[config.mk]
export PLATFORM = sky130hd
export DESIGN_NAME = booth_seq_mult_ctrl_flat
export DESIGN_NICKNAME = d
export VERILOG_FILES = /design/src/rtl/booth_seq_mult_ctrl_pkg.sv /design/src/rtl/booth_seq_mult_ctrl_if.sv /design/src/rtl/booth_seq_mult_ctrl_addsub.sv /design/src/rtl/booth_seq_mult_ctrl.sv /design/src/flat_wrapper.sv
export SDC_FILE = /design/constraint.sdc
export NUM_CORES = 1
export LEC_CHECK = 0
export CAP_MARGIN = 20
export CORE_UTILIZATION = 50
export DETAILED_ROUTE_END_ITERATION = 8
export DONT_BUFFER_PORTS = 1
export GPL_TIMING_DRIVEN = 0
export MAX_ROUTING_LAYER = met4
export PLACE_DENSITY = 0.62
export RECOVER_POWER = 100
export SYNTH_ARGS = -nofsm -noshare
export SYNTH_HDL_FRONTEND = slang
export SYNTH_SLANG_ARGS = --single-unit
[constraint.sdc]
create_clock -name clk -period 5.85 [get_ports clk]
set_input_delay 1.17 -clock clk [delete_from_list [all_inputs] [get_ports clk]]
set_output_delay 1.17 -clock clk [all_outputs]
set_load 0.01 [all_outputs]
[src/rtl/booth_seq_mult_ctrl_pkg.sv]
// Package for the sequential radix-2 Booth multiplier controller.
// Holds the FSM state encoding, the Booth operation codes, the default
// operand width and the Booth pair decoder shared by the controller.
package booth_seq_mult_ctrl_pkg;

  localparam int DEFAULT_W = 8;

  typedef enum logic [1:0] {
    ST_IDLE = 2'd0,
    ST_CALC = 2'd1,
    ST_DONE = 2'd2
  } state_t;

  typedef enum logic [1:0] {
    OP_NOP = 2'd0,
    OP_ADD = 2'd1,
    OP_SUB = 2'd2
  } booth_op_t;

  // Radix-2 Booth recoding of the {Q[0], q_1} bit pair.
  function automatic booth_op_t booth_decode(input logic q0, input logic q_1);
    booth_op_t op;
    case ({q0, q_1})
      2'b01:   op = OP_ADD;
      2'b10:   op = OP_SUB;
      default: op = OP_NOP;
    endcase
    return op;
  endfunction

endpackage

[src/rtl/booth_seq_mult_ctrl_if.sv]
// Operand/result handshake between the operand registers (master) and the
// Booth sequencer (slave).
//   start   : request, sampled by the slave only when it is ready
//   a, b    : signed multiplicand / multiplier, captured on accepted start
//   busy    : slave is running Booth steps
//   done    : one-cycle pulse, product valid
//   product : signed a*b, held until the next accepted operation completes
interface booth_seq_mult_ctrl_if #(
  parameter int W = 8
);
  logic             start;
  logic [W-1:0]     a;
  logic [W-1:0]     b;
  logic             busy;
  logic             done;
  logic [2*W-1:0]   product;

  modport master (output start, output a, output b,
                  input busy, input done, input product);
  modport slave  (input start, input a, input b,
                  output busy, output done, output product);
endinterface

[src/rtl/booth_seq_mult_ctrl_addsub.sv]
// rca_addsub: N-bit ripple-carry adder/subtractor built from full-adder cells.
//   x, y : operands
//   sub  : 0 -> s = x + y, 1 -> s = x - y (y inverted per bit, carry-in = sub)
//   s    : N-bit result; the final carry-out is not produced
module rca_addsub #(
  parameter int N = 9
) (
  input  logic [N-1:0] x,
  input  logic [N-1:0] y,
  input  logic         sub,
  output logic [N-1:0] s
);

  logic [N-1:0] w_y;
  logic [N-1:0] w_c;

  assign w_c[0] = sub;

  genvar i;
  for (i = 0; i < N; i++) begin : g_fa
    assign w_y[i] = y[i] ^ sub;
    assign s[i]   = x[i] ^ w_y[i] ^ w_c[i];
    // The top cell's carry-out is discarded, so no carry is built for it.
    if (i < N - 1) begin : g_carry
      assign w_c[i+1] = (x[i] & w_y[i]) | (w_c[i] & (x[i] ^ w_y[i]));
    end
  end

endmodule

[src/rtl/booth_seq_mult_ctrl.sv]
// booth_seq_mult_ctrl: sequencer for a radix-2 Booth signed multiplier that
// reuses one (W+1)-bit ripple add/sub over W clock cycles.
//   clk   : rising-edge clock
//   rst_n : asynchronous active-low reset (aborts an operation in flight)
//   bus   : slave side of booth_seq_mult_ctrl_if (start/a/b in,
//           busy/done/product out)
// Latency: start accepted at edge N -> done high in the cycle after edge N+W.
module booth_seq_mult_ctrl
  import booth_seq_mult_ctrl_pkg::*;
#(
  parameter int W = DEFAULT_W
) (
  input  logic                 clk,
  input  logic                 rst_n,
  booth_seq_mult_ctrl_if.slave bus
);

  localparam int CNT_W = $clog2(W) + 1;

  state_t           r_state;
  state_t           w_state_nxt;
  logic [W:0]       r_a;
  logic [W:0]       r_m;
  logic [W-1:0]     r_q;
  logic             r_q_1;
  logic [CNT_W-1:0] r_count;
  logic [2*W-1:0]   r_product;

  booth_op_t        w_op;
  logic             w_sub;
  logic [W:0]       w_sum;
  logic [W:0]       w_a_new;
  logic             w_last;
  logic             w_accept;
  logic             w_busy;
  logic             w_done;

  assign w_op     = booth_decode(r_q[0], r_q_1);
  assign w_sub    = (w_op == OP_SUB);
  assign w_a_new  = (w_op == OP_NOP) ? r_a : w_sum;
  assign w_last   = (r_count == CNT_W'(W - 1));
  assign w_accept = bus.start && ((r_state == ST_IDLE) || (r_state == ST_DONE));

  rca_addsub #(.N(W + 1)) u_addsub (
    .x   (r_a),
    .y   (r_m),
    .sub (w_sub),
    .s   (w_sum)
  );

  // FSM state register.
  always_ff @(posedge clk or negedge rst_n) begin
    if (!rst_n) begin
      r_state <= ST_IDLE;
    end else begin
      r_state <= w_state_nxt;
    end
  end

  // FSM next-state logic.
  always_comb begin
    w_state_nxt = r_state;
    case (r_state)
      ST_IDLE: begin
        if (w_accept) w_state_nxt = ST_CALC;
        else          w_state_nxt = ST_IDLE;
      end
      ST_CALC: begin
        if (w_last) w_state_nxt = ST_DONE;
        else        w_state_nxt = ST_CALC;
      end
      ST_DONE: begin
        if (w_accept) w_state_nxt = ST_CALC;
        else          w_state_nxt = ST_IDLE;
      end
      default: w_state_nxt = ST_IDLE;
    endcase
  end

  // FSM outputs, decoded from the registered state.
  always_comb begin
    w_busy = 1'b0;
    w_done = 1'b0;
    case (r_state)
      ST_CALC: w_busy = 1'b1;
      ST_DONE: w_done = 1'b1;
      default: begin
        w_busy = 1'b0;
        w_done = 1'b0;
      end
    endcase
  end

  assign bus.busy    = w_busy;
  assign bus.done    = w_done;
  assign bus.product = r_product;

  // Booth datapath registers: operand load, one step per CALC cycle, and
  // product capture on the final step (the edge that enters DONE).
  always_ff @(posedge clk or negedge rst_n) begin
    if (!rst_n) begin
      r_a       <= '0;
      r_m       <= '0;
      r_q       <= '0;
      r_q_1     <= 1'b0;
      r_count   <= '0;
      r_product <= '0;
    end else begin
      case (r_state)
        ST_IDLE, ST_DONE: begin
          if (bus.start) begin
            r_a     <= '0;
            r_m     <= {bus.a[W-1], bus.a};
            r_q     <= bus.b;
            r_q_1   <= 1'b0;
            r_count <= '0;
          end
        end
        ST_CALC: begin
          // Arithmetic shift right of {A, Q, q_1} after the add/sub.
          r_a     <= {w_a_new[W], w_a_new[W:1]};
          r_q     <= {w_a_new[0], r_q[W-1:1]};
          r_q_1   <= r_q[0];
          r_count <= r_count + {{(CNT_W-1){1'b0}}, 1'b1};
          // Post-shift {A[W-1:0], Q} equals {w_a_new, Q[W-1:1]}.
          if (w_last) begin
            r_product <= {w_a_new, r_q[W-1:1]};
          end
        end
        default: begin
          r_a <= r_a;
        end
      endcase
    end
  end

endmodule

[src/flat_wrapper.sv]
// flat-port wrapper written by rule: the top's interface ports become plain ports
module booth_seq_mult_ctrl_flat import booth_seq_mult_ctrl_pkg::*;
#(
  parameter int W = DEFAULT_W
)
  (clk, rst_n, bus_start, bus_a, bus_b, bus_busy, bus_done, bus_product);
  booth_seq_mult_ctrl_if #(.W(W)) bus_i ();
  input  logic clk;
  input  logic rst_n;
  input wire logic [$bits(bus_i.start)-1:0] bus_start;
  input wire logic [$bits(bus_i.a)-1:0] bus_a;
  input wire logic [$bits(bus_i.b)-1:0] bus_b;
  output wire logic [$bits(bus_i.busy)-1:0] bus_busy;
  output wire logic [$bits(bus_i.done)-1:0] bus_done;
  output wire logic [$bits(bus_i.product)-1:0] bus_product;
  assign bus_i.start = bus_start;
  assign bus_i.a = bus_a;
  assign bus_i.b = bus_b;
  assign bus_busy = bus_i.busy;
  assign bus_done = bus_i.done;
  assign bus_product = bus_i.product;
  booth_seq_mult_ctrl #(.W(W)) u_core (.clk(clk), .rst_n(rst_n), .bus(bus_i));
endmodule
==> results of run 1 <==
## synthesized netlist by cell type (2+ instances only)
| cell type | count | share of area (%) |
|---|---|---|
| dfrtp_1 | 47 | 52 |
| nand2_1 | 37 | 6.1 |
| mux2i_1 | 15 | 6.6 |
| inv_1 | 10 | 1.7 |
| mux2_2 | 9 | 4.5 |
| fa_1 | 8 | 7.1 |
| nand3_1 | 8 | 1.8 |
| a22oi_1 | 7 | 2.3 |
| xor2_1 | 6 | 2.3 |
| clkbuf_1 | 5 | 0.83 |
| o2bb2ai_1 | 5 | 1.9 |
| a22o_1 | 4 | 1.6 |
| mux2_4 | 4 | 2.7 |
| nand2b_1 | 4 | 1.1 |
| buf_2 | 3 | 0.66 |
| ha_1 | 2 | 1.1 |
| o21ai_0 | 2 | 0.44 |
| xnor2_1 | 2 | 0.78 |
## kinds of logic (layout without fill, tap and decap cells)
kind of cell	Yosys count	in the layout
adders and majority gates	10	10
AOI/OAI and AO/OA	20	20
and+or+nand+nor	55	55
DFF	47	47
xor gates and xnor gates	8	8
buffers and inverters	21	29
muxes	28	28
## how the worst max path moves through the flow
stage | depth (start not counted) | slack [ns] | end
finish | 14 | 1.61 | u_core.bus.product[14]$_DFFE_PN0P_
global route | 14 | 1.30 | u_core.bus.product[14]$_DFFE_PN0P_
CTS | 14 | 1.57 | u_core.bus.product[14]$_DFFE_PN0P_
detailed placement | 14 | 1.58 | u_core.bus.product[14]$_DFFE_PN0P_
global placement | 14 | 1.63 | u_core.bus.product[14]$_DFFE_PN0P_
floorplan | 13 | 1.86 | u_core.bus.product[14]$_DFFE_PN0P_
## placed cells by master, fill, tap and decap left out, types with 2 or more instances in the layout
| cell | n |
|---|---|
| fa_1 | 8 |
| a22o_1 | 4 |
| mux2_2 | 9 |
| dfrtp_1 | 47 |
| clkbuf_1 | 10 |
| mux2i_1 | 15 |
| o21ai_0 | 2 |
| ha_1 | 2 |
| nand2b_1 | 4 |
| o2bb2ai_1 | 5 |
| nand3_1 | 8 |
| nand2_1 | 37 |
| xnor2_1 | 2 |
| a22oi_1 | 7 |
| clkbuf_8 | 5 |
| inv_1 | 10 |
| mux2_1 | 3 |
| xor2_1 | 6 |
## critical path, stage by stage (launching register included)
cell,delay [ns]
dfrtp_1,0.39
inv_1,0.06
ha_1,0.13
clkbuf_1,0.43
xor2_1,0.17
fa_1,0.42
fa_1,0.39
fa_1,0.39
fa_1,0.39
fa_1,0.37
inv_1,0.08
fa_1,0.22
fa_1,0.42
mux2i_1,0.17
mux2_1,0.16
## where the power goes
| part | internal, mW | total [mW] | leakage (nW) | switching, mW |
|---|---|---|---|---|
| registers | 0.493 | 0.638 | 0.570 | 0.146 |
| clock network | 0.0840 | 0.186 | 0.0422 | 0.102 |
| logic | 0.345 | 0.750 | 0.502 | 0.406 |
## routing by layer
metal  routed length (um)  vias up
li1                     -      645
met1                 1930      695
met2                 1950       34
met3                  199        6
met4                   55        0
met5                    0        -
## per-stage QoR
step	worst slack, ns	total power, mW	utilization, %	cells	cell area [sq um]
after floorplan	1.86	1.26	-	189	2260
after global placement	1.63	1.39	53.4	241	2320
after detailed placement	1.58	1.44	53.4	241	2320
after CTS	1.57	1.62	55.3	249	2410
after global routing	1.30	1.72	54.3	249	2360
final	1.61	1.57	54.3	249	2360
## registers in the layout (all words and copies together), names as in the netlist
signal and flops:
u_core.r_count 4, u_core.r_m 8, u_core.bus.product 16, u_core.r_state 2, u_core.r_a 8, u_core.r_q 8
u_core.r_q_1 1
## cell type report
cell class | instances | area, sq um | area share, %
buffer | 10 | 46.3 | 1.96
clock inverter | 1 | 5.00 | 0.212
tap | 52 | 65.1 | 2.75
clock buffer | 7 | 76.3 | 3.23
sequential | 47 | 1180 | 49.8
multi-input combinational | 121 | 952 | 40.3
inverter | 11 | 41.3 | 1.75
==> out/results.ini, run 1 <==
[floorplan]
rows=24
pin_count=37
start_util_pct=51.9
core_sq_um=4350
die_area_sq_um=4790
die_w_um=69.2
dieHeight_um=69.2

[logic_synthesis]
synth.area.mux_share_pct=13.8
synth_edf_count=0
synthDistinctLibCells=29
synthArstFlopShare_pct=100
synth_compound_area_share_pct=6.98
yosys.area_share.simple_pct=11.2
yosysSeqAreaShare_pct=52.0
synth_ff_type=dfrtp_1
ys_ff_latch=47
syn_area_sq_um=2260
syn_nets=218
avgSynthCellArea_sq_um=12.0
yosysWarnings=0
synthAdderAreaFrac_pct=8.19
synth_xor_area_share_pct=3.10
synth_top_family_by_area=multiplexers
synth_cells=189

[sta]
hold_slack_ns=0.503
fin_crit_sh_pct=72.5
setup_viol=0
fin_crit_ns=4.24
tns_ns=0
slew_headroom_pct=19.6
rsz0062_at_grt=false
clock_skew_ns=0.00568
hold_viol_final=0
fmax_mhz=236
drv_slew=0
worstMarginPinSlew_ns=1.20

[worst_setup_path]
crit_path_start_kind=register
worstReg2RegStart=u_core.r_q_1$_DFFE_PN0P_
crit_path_end_kind=register
crit_type=register to register
cp-startpoint=u_core.r_q_1$_DFFE_PN0P_
required_ns=6.09
cp_max_fo=8
regToRegSetupSlack_ns=1.61
reg2reg_to=u_core.bus.product[14]$_DFFE_PN0P_
arrival_ns=4.48
reg2reg_depth=14

[clocking]
cts_tree=yes
cts_hold_buf=0
postCtsSetupBuffers=0
post_cts_resized=0
clkTransAtPathRegs_ns=0.08
cts_buffer_depth=2
cts_htree_levels=2
clkSinkCount=47
root_buffer=clkbuf_8
cts_buffers=5
insertion_delay_ns=0.29

[status]
status=finished, final reports clean

[route]
vias=1380
vias_per_cell=5.54
dr.pass1.iters=4
wl_per_cell_um=16.6
wl_um=4130
ant_nets=0
drc=0
drtIter0Drc=60

[grt]
grt.total_usage_pct=19.8
grt-ovfl-total=0
grt_pass1_wl_um=7070
grt_max_degree=48
met2_usage_pct=28.6
antenna_found_initial=0
grt_util_met3_pct=5.52
top_usage_layer=met2
met1_usage_pct=27.1
grt_pass1_vias=1418

[min_path]
holdPathEnd=u_core.r_m[4]$_DFFE_PN0P_
hold_path_class=register to register
hp-start=u_core.r_m[4]$_DFFE_PN0P_
hold_depth=2

[job]
drv_cap=0

[finish]
n_antenna_cell=0
n_fill_cell=404
drive_above_1_share_pct=9.14
fin_nets=225
area.growth.synth_to_final_pct=4.54

[place]
dp_hpwl_um=2910
place_congestion=0.720
numPortBuffers=0

[power]
power_leakage_nw=1.11
vdd_ir_drop_max_v=0.000240
pwr_density_cell_nw_per_um2=667

Note: power is estimated with default switching activity, not from simulation.
==> inputs of run 2 (changes only) <==
Settings changed: ABC_AREA from default to 1, PLACE_DENSITY 0.62 to 0.65.
Clock period 5.85 ns to 3.5 ns, I/O delays scaled along.
==> run 2 against run 1 <==
Flip-flop and latch count unchanged. Critical endpoint unchanged. The run now ends with negative setup slack left. Non-clock buffer count up 3. Core utilization up 2.0 points. Critical path type unchanged. Global-route usage up 2.4 points. Highest routed layer unchanged. Hold slack worse by 0.42 ns. Combinational power up 89%. Synthesized area unchanged. Final cell count up 31%. First-iteration DRC count up 50%. Design area up 3.6%.
==> out/results.ini, run 2 <==
[status]
status=finished with violations
violations=negative setup slack

[finish]
fin_nets=303
drive_above_1_share_pct=11.7
n_fill_cell=411
n_antenna_cell=0
final_common_cell=nand2_1
largest_reg_flops=16
utilization_pct=56.2
area.growth.synth_to_final_pct=8.31
mostFrequentLayoutCells=142 x nand2_1, 47 x dfrtp_1, 11 x nand3_1

[clocking]
clkSinkCount=47
cts_hold_buf=0
cts_buffer_depth=2
insertion_delay_ns=0.30
root_buffer=clkbuf_8
clkTransAtPathRegs_ns=0.08
cts_buffers=5
cts_htree_levels=2
cts_tree=yes

[logic_synthesis]
post-synth-top-area-cell=dfrtp_1
yosysWarnings=0
synth.most_common_cell=nand2_1
avgSynthCellArea_sq_um=8.59
synthArstFlopShare_pct=100
syn_area_sq_um=2260
synth_edf_count=0
netlist.area_leader.share_pct=52.0
yosys.area_share.simple_pct=28.1
synth_top_family_by_area=simple AND/OR/NAND/NOR gates
yosysSeqAreaShare_pct=52.0
synth_xor_area_share_pct=2.71
synth_compound_area_share_pct=3.10
syn_nets=292
synth_ff_type=dfrtp_1
synthDistinctLibCells=22
synth_common_cells=142 x nand2_1, 47 x dfrtp_1, 12 x o21ai_0
synth.area.mux_share_pct=0
ys_ff_latch=47
synth_cells=263
netlist_top_cells_area=dfrtp_1 52%, nand2_1 24%, fa_1 7.1%, o21ai_0 2.7%, nand3_1 2.4%
synthAdderAreaFrac_pct=8.19

[worst_setup_path]
crit_path_start_kind=register
required_ns=3.75
cp_max_fo=4
crit_type=register to register
arrival_ns=3.86
crit_path_end_kind=register

[grt]
grt_max_degree=48
antenna_found_initial=0
grt.total_usage_pct=22.2
grt-ovfl-total=0
grt_pass1_wl_um=7820
grt_pass1_vias=1625

[route]
dr.pass1.iters=4
ant_nets=0
vias=1649
drc=0
wl_per_cell_um=14.2
drtIter0Drc=90
vias_per_cell=5.06
wl_um=4630

[floorplan]
rows=24
die_w_um=69.2
dieHeight_um=69.2
die_area_sq_um=4790
start_util_pct=51.9
core_sq_um=4350
pin_count=37

[power]
vdd_ir_drop_max_v=0.000492
pwr_density_cell_nw_per_um2=1150
power_leakage_nw=1.27

[job]
drv_cap=0

[sta]
fin_crit_sh_pct=103
clock_skew_ns=0.00400
drv_slew=0
rsz0062_at_grt=true
setup_viol=2
fin_crit_ns=3.62
fmax_mhz=277
setup_ws_ns=-0.115
hold_slack_ns=0.0795
hold_viol_final=0
worstMarginPinSlew_ns=0.696
slew_headroom_pct=53.6

[place]
place_congestion=0.765
numPortBuffers=0
dp_hpwl_um=3190

[min_path]
hold_path_class=input pin to asynchronous set/reset pin

[run 2: path summary, 6_finish.rpt]
path / start / endpoint / slack [ns] / depth (start not counted)
worst max-delay path: u_core.r_q[0]$_DFFE_PN0P_ / u_core.bus.product[14]$_DFFE_PN0P_ / -0.12 / 13
worst min-delay path: rst_n / u_core.bus.product[1]$_DFFE_PN0P_ / 0.08 / 0
worst max register to register: u_core.r_q[0]$_DFFE_PN0P_ / u_core.bus.product[14]$_DFFE_PN0P_ / -0.12 / 13
worst min register to register: u_core.r_m[3]$_DFFE_PN0P_ / u_core.r_m[3]$_DFFE_PN0P_ / 0.50 / 2
max in group asynchronous: rst_n / u_core.bus.product[10]$_DFFE_PN0P_ / 3.34 / 0
min in group clk: bus_a[3] / u_core.r_m[3]$_DFFE_PN0P_ / 0.50 / 2
[run 2: cell families after synthesis]
kind of cell / count (synthesis)
AOI/OAI and AO/OA: 14
adders and majority gates: 10
buffers and inverters: 25
DFF: 47
and+or+nand+nor: 160
xor gates and xnor gates: 7
[run 2: per-stage QoR]
step	setup WS (ns)	instances	TNS, ns	instance area [sq um]	power, mW
after floorplan	-0.0901	263	-0.160	2280	2.08
after global placement	-0.279	315	-0.703	2350	2.36
after detailed placement	-0.347	315	-0.942	2350	2.43
after CTS	-0.145	324	-0.316	2460	2.82
after global routing	-0.284	326	-0.805	2450	3.13
final	-0.115	326	-0.229	2450	2.82
[run 2: what timing repair did]
action,in CTS,in global routing
setup endpoints to repair,6,6
gates resized for setup,3,7
setup buffers,3,2
pin swaps,3,0
[run 2: power breakdown]
| part | switching (mW) | internal, mW |
|---|---|---|
| Clock | 0.179 | 0.155 |
| Sequential | 0.248 | 0.817 |
| Combinational | 0.859 | 0.560 |
[run 2: routing by layer]
| metal | track usage [%] | vias up | part of all wire [%] |
|---|---|---|---|
| li1 | - | 818 | - |
| met1 | 27.9 | 783 | 46 |
| met2 | 34.1 | 40 | 47 |
| met3 | 5.81 | 8 | 4.3 |
| met4 | 9.52 | 0 | 2.3 |
| met5 | - | - | 0 |
[run 2: critical path, stage by stage, from the launching register on]
cell     delay, ns
dfrtp_1       0.42
ha_4          0.19
xor2_1        0.17
fa_2          0.37
fa_2          0.35
fa_2          0.35
fa_2          0.35
fa_2          0.34
inv_2         0.06
fa_2          0.21
fa_1          0.41
o21ai_2       0.19
nand2_1       0.07
nand2_1       0.07
[run 2: layout make-up]
type | count | area [sq um] | share of cell area (%)
well taps | 52 | 65.1 | 2.66
clock inverters | 1 | 5.00 | 0.204
repair buffers | 5 | 37.5 | 1.53
flip-flops and latches | 47 | 1180 | 48.1
multi-input cells | 191 | 981 | 40.1
plain buffers | 8 | 38.8 | 1.58
clock buffers | 6 | 82.6 | 3.37
inverters | 16 | 61.3 | 2.51
==> inputs of run 3 (changes only) <==
Settings changed: BUFFER_PORTS_ARGS from default to -buffer_cell sky130_fd_sc_hd__buf_2, CAP_MARGIN 20 to default, DONT_BUFFER_PORTS 1 to default, PLACE_DENSITY 0.65 to 0.72.
==> run 3 against run 2 <==
The run ends with max-capacitance violations, max-slew violations, negative setup slack left. Via count rose by 8.3%. Flip-flop and latch count did not move. Critical path depth did not move. Sequential power fell by 6%. Routed wire length fell by 4.1%. Setup slack got worse by 0.025 ns. Clock-buffer cell count fell by 1. Critical path type unchanged.
==> out/results.ini, run 3 (synthesized netlist as in run 2, its figures left out) <==
[worst_setup_path]
cp-startpoint=u_core.r_q[0]$_DFFE_PN0P_
cpPeakStageDelay_ns=0.43
cp_num_cells=13
crit_path_end_kind=register
crit_slowest_cell=dfrtp_1
arrival_ns=3.87
cp_top_family=adder cells
crit_buf_inv=1
reg2reg_to=u_core.r_a[6]$_DFFE_PN0P_
crit_path_start_kind=register
crit_chain=ha_4 -> xor2_2 -> fa_2 -> fa_2 -> fa_2 -> fa_2 -> fa_2 -> inv_2 -> fa_2 -> fa_1 -> o21ai_2 -> nand2_1 -> o21ai_1
cp_max_fo=4
worstReg2RegStart=u_core.r_q[0]$_DFFE_PN0P_
required_ns=3.73
critPathCapture=u_core.r_a[6]$_DFFE_PN0P_
cp_common_cell=fa_2
reg2reg_depth=13
regToRegSetupSlack_ns=-0.14
crit_type=register to register

[sta]
slew_headroom_pct=-61.9
fmax_mhz=275
clock_skew_ns=0.00558
setup_ws_ns=-0.141
drv_slew=48
fin_crit_sh_pct=104
setup_viol=4
fin_crit_ns=3.64
hold_viol_final=0
rsz0062_at_grt=true
worstMarginPinSlew_ns=2.43

[place]
placed_area_sq_um=2530
numPortBuffers=36
dpl_worst_slack_ns=-0.365
dp_hpwl_um=3110
place_congestion=0.818

[power]
total_power_mw=2.88
pwr_density_cell_nw_per_um2=1110
power_leakage_nw=1.36
vdd_ir_drop_max_v=0.000484

[route]
drtIter0Drc=94
ant_nets=0
wl_um=4440
drc=0
vias_per_cell=4.92
vias=1786
wl_per_cell_um=12.2
dr.pass1.iters=4

[finish]
drive_above_1_share_pct=16.1
largest_reg_flops=16
final_common_cell=nand2_1
stdcell_area_sq_um=2600
area.growth.synth_to_final_pct=15.1
n_antenna_cell=0
mostFrequentLayoutCells=142 x nand2_1, 47 x dfrtp_1, 23 x clkbuf_1
fin_nets=339

[floorplan]
rows=24
core_sq_um=4350
die_w_um=69.2
die_area_sq_um=4790
start_util_pct=51.9
pin_count=37
dieHeight_um=69.2

[grt]
antenna_found_initial=0
grt_max_degree=48
grt-ovfl-total=0
grt_pass1_wl_um=7660
grt.total_usage_pct=21.0
grt_pass1_vias=1662

[clocking]
cts_buffer_depth=2
insertion_delay_ns=0.30
clkTransAtPathRegs_ns=0.09
cts_buffers=5
cts_htree_levels=2
root_buffer=clkbuf_8
cts_tree=yes
cts_hold_buf=0
clkSinkCount=47

[status]
status=finished with violations
violations=max-capacitance violations, max-slew violations, negative setup slack

[job]
drv_cap=1

[min_path]
hold_path_class=register to register

==> run 3: cell count changes in the layout (fill, tap and decap cells not counted), sizes merged <==
cell	delta
clkbuf	+17
buf	+18
clkinv	+2
==> run 3: timing repair <==
action | in CTS | in global routing
setup buffers | 4 | 1
gates resized for setup | 6 | 4
pin swaps | 1 | 4
setup endpoints to repair | 6 | 6
endpoints found under the hold margin | 0 | 0
==> run 3: stage by stage <==
stage	TNS, ns	std cells	util [%]	hold slack [ns]
global placement	-0.744	351	58.1	0.457
detailed placement	-0.994	351	58.1	0.460
finish	-0.312	363	59.7	0.479
floorplan	-0.160	263	-	0.404
CTS	-0.332	362	60.9	0.482
global route	-0.911	363	59.7	0.499
==> run 3: layout make-up <==
cell class	instances	area [sq um]
plain buffers	8	38.8
clock buffers	5	68.8
clock inverters	3	15.0
fillers	433	1750
inverters	16	61.3
multi-input cells	191	981
flip-flops and latches	47	1180
well taps	52	65.1
repair buffers	41	195
==> run 3: worst min path at each step <==
stage,startpoint,endpoint,depth (start not counted)
3_5_place_dp,u_core.bus.product[4]$_DFFE_PN0P_,u_core.bus.product[4]$_DFFE_PN0P_,2
6_report,u_core.bus.product[12]$_DFFE_PN0P_,u_core.bus.product[12]$_DFFE_PN0P_,2
5_1_grt,u_core.bus.product[4]$_DFFE_PN0P_,u_core.bus.product[4]$_DFFE_PN0P_,2
4_1_cts,u_core.bus.product[4]$_DFFE_PN0P_,u_core.bus.product[4]$_DFFE_PN0P_,2
2_1_floorplan,rst_n,u_core.bus.product[0]$_DFFE_PN0P_,0
3_3_place_gp,u_core.bus.product[2]$_DFFE_PN0P_,u_core.bus.product[2]$_DFFE_PN0P_,2
==> run 3: power by group <==
part           total, mW  internal [mW]  switching (mW)
logic               1.56          0.618           0.945
registers           1.01          0.816           0.191
clock network      0.313          0.137           0.176
total               2.88           1.57            1.31
==> run 3: worst register-to-register path, cell delays in order (launching register included) <==
cell and delay [ns]:
dfrtp_1 0.43, ha_4 0.20, xor2_2 0.16, fa_2 0.36
fa_2 0.35, fa_2 0.36, fa_2 0.35, fa_2 0.34
inv_2 0.07, fa_2 0.21, fa_1 0.43, o21ai_2 0.18
nand2_1 0.07, o21ai_1 0.07
==> run 3: metal layers <==
layer  GRT usage [%]  share of wire, %  routed length, um  vias up
met2            32.0                47               2100       36
met1            28.2                48               2140      847
met5               -                 0                  0        -
met3            4.22               3.0                135        8
met4            7.03               1.4                 61        0
li1                -                 -                  -      895
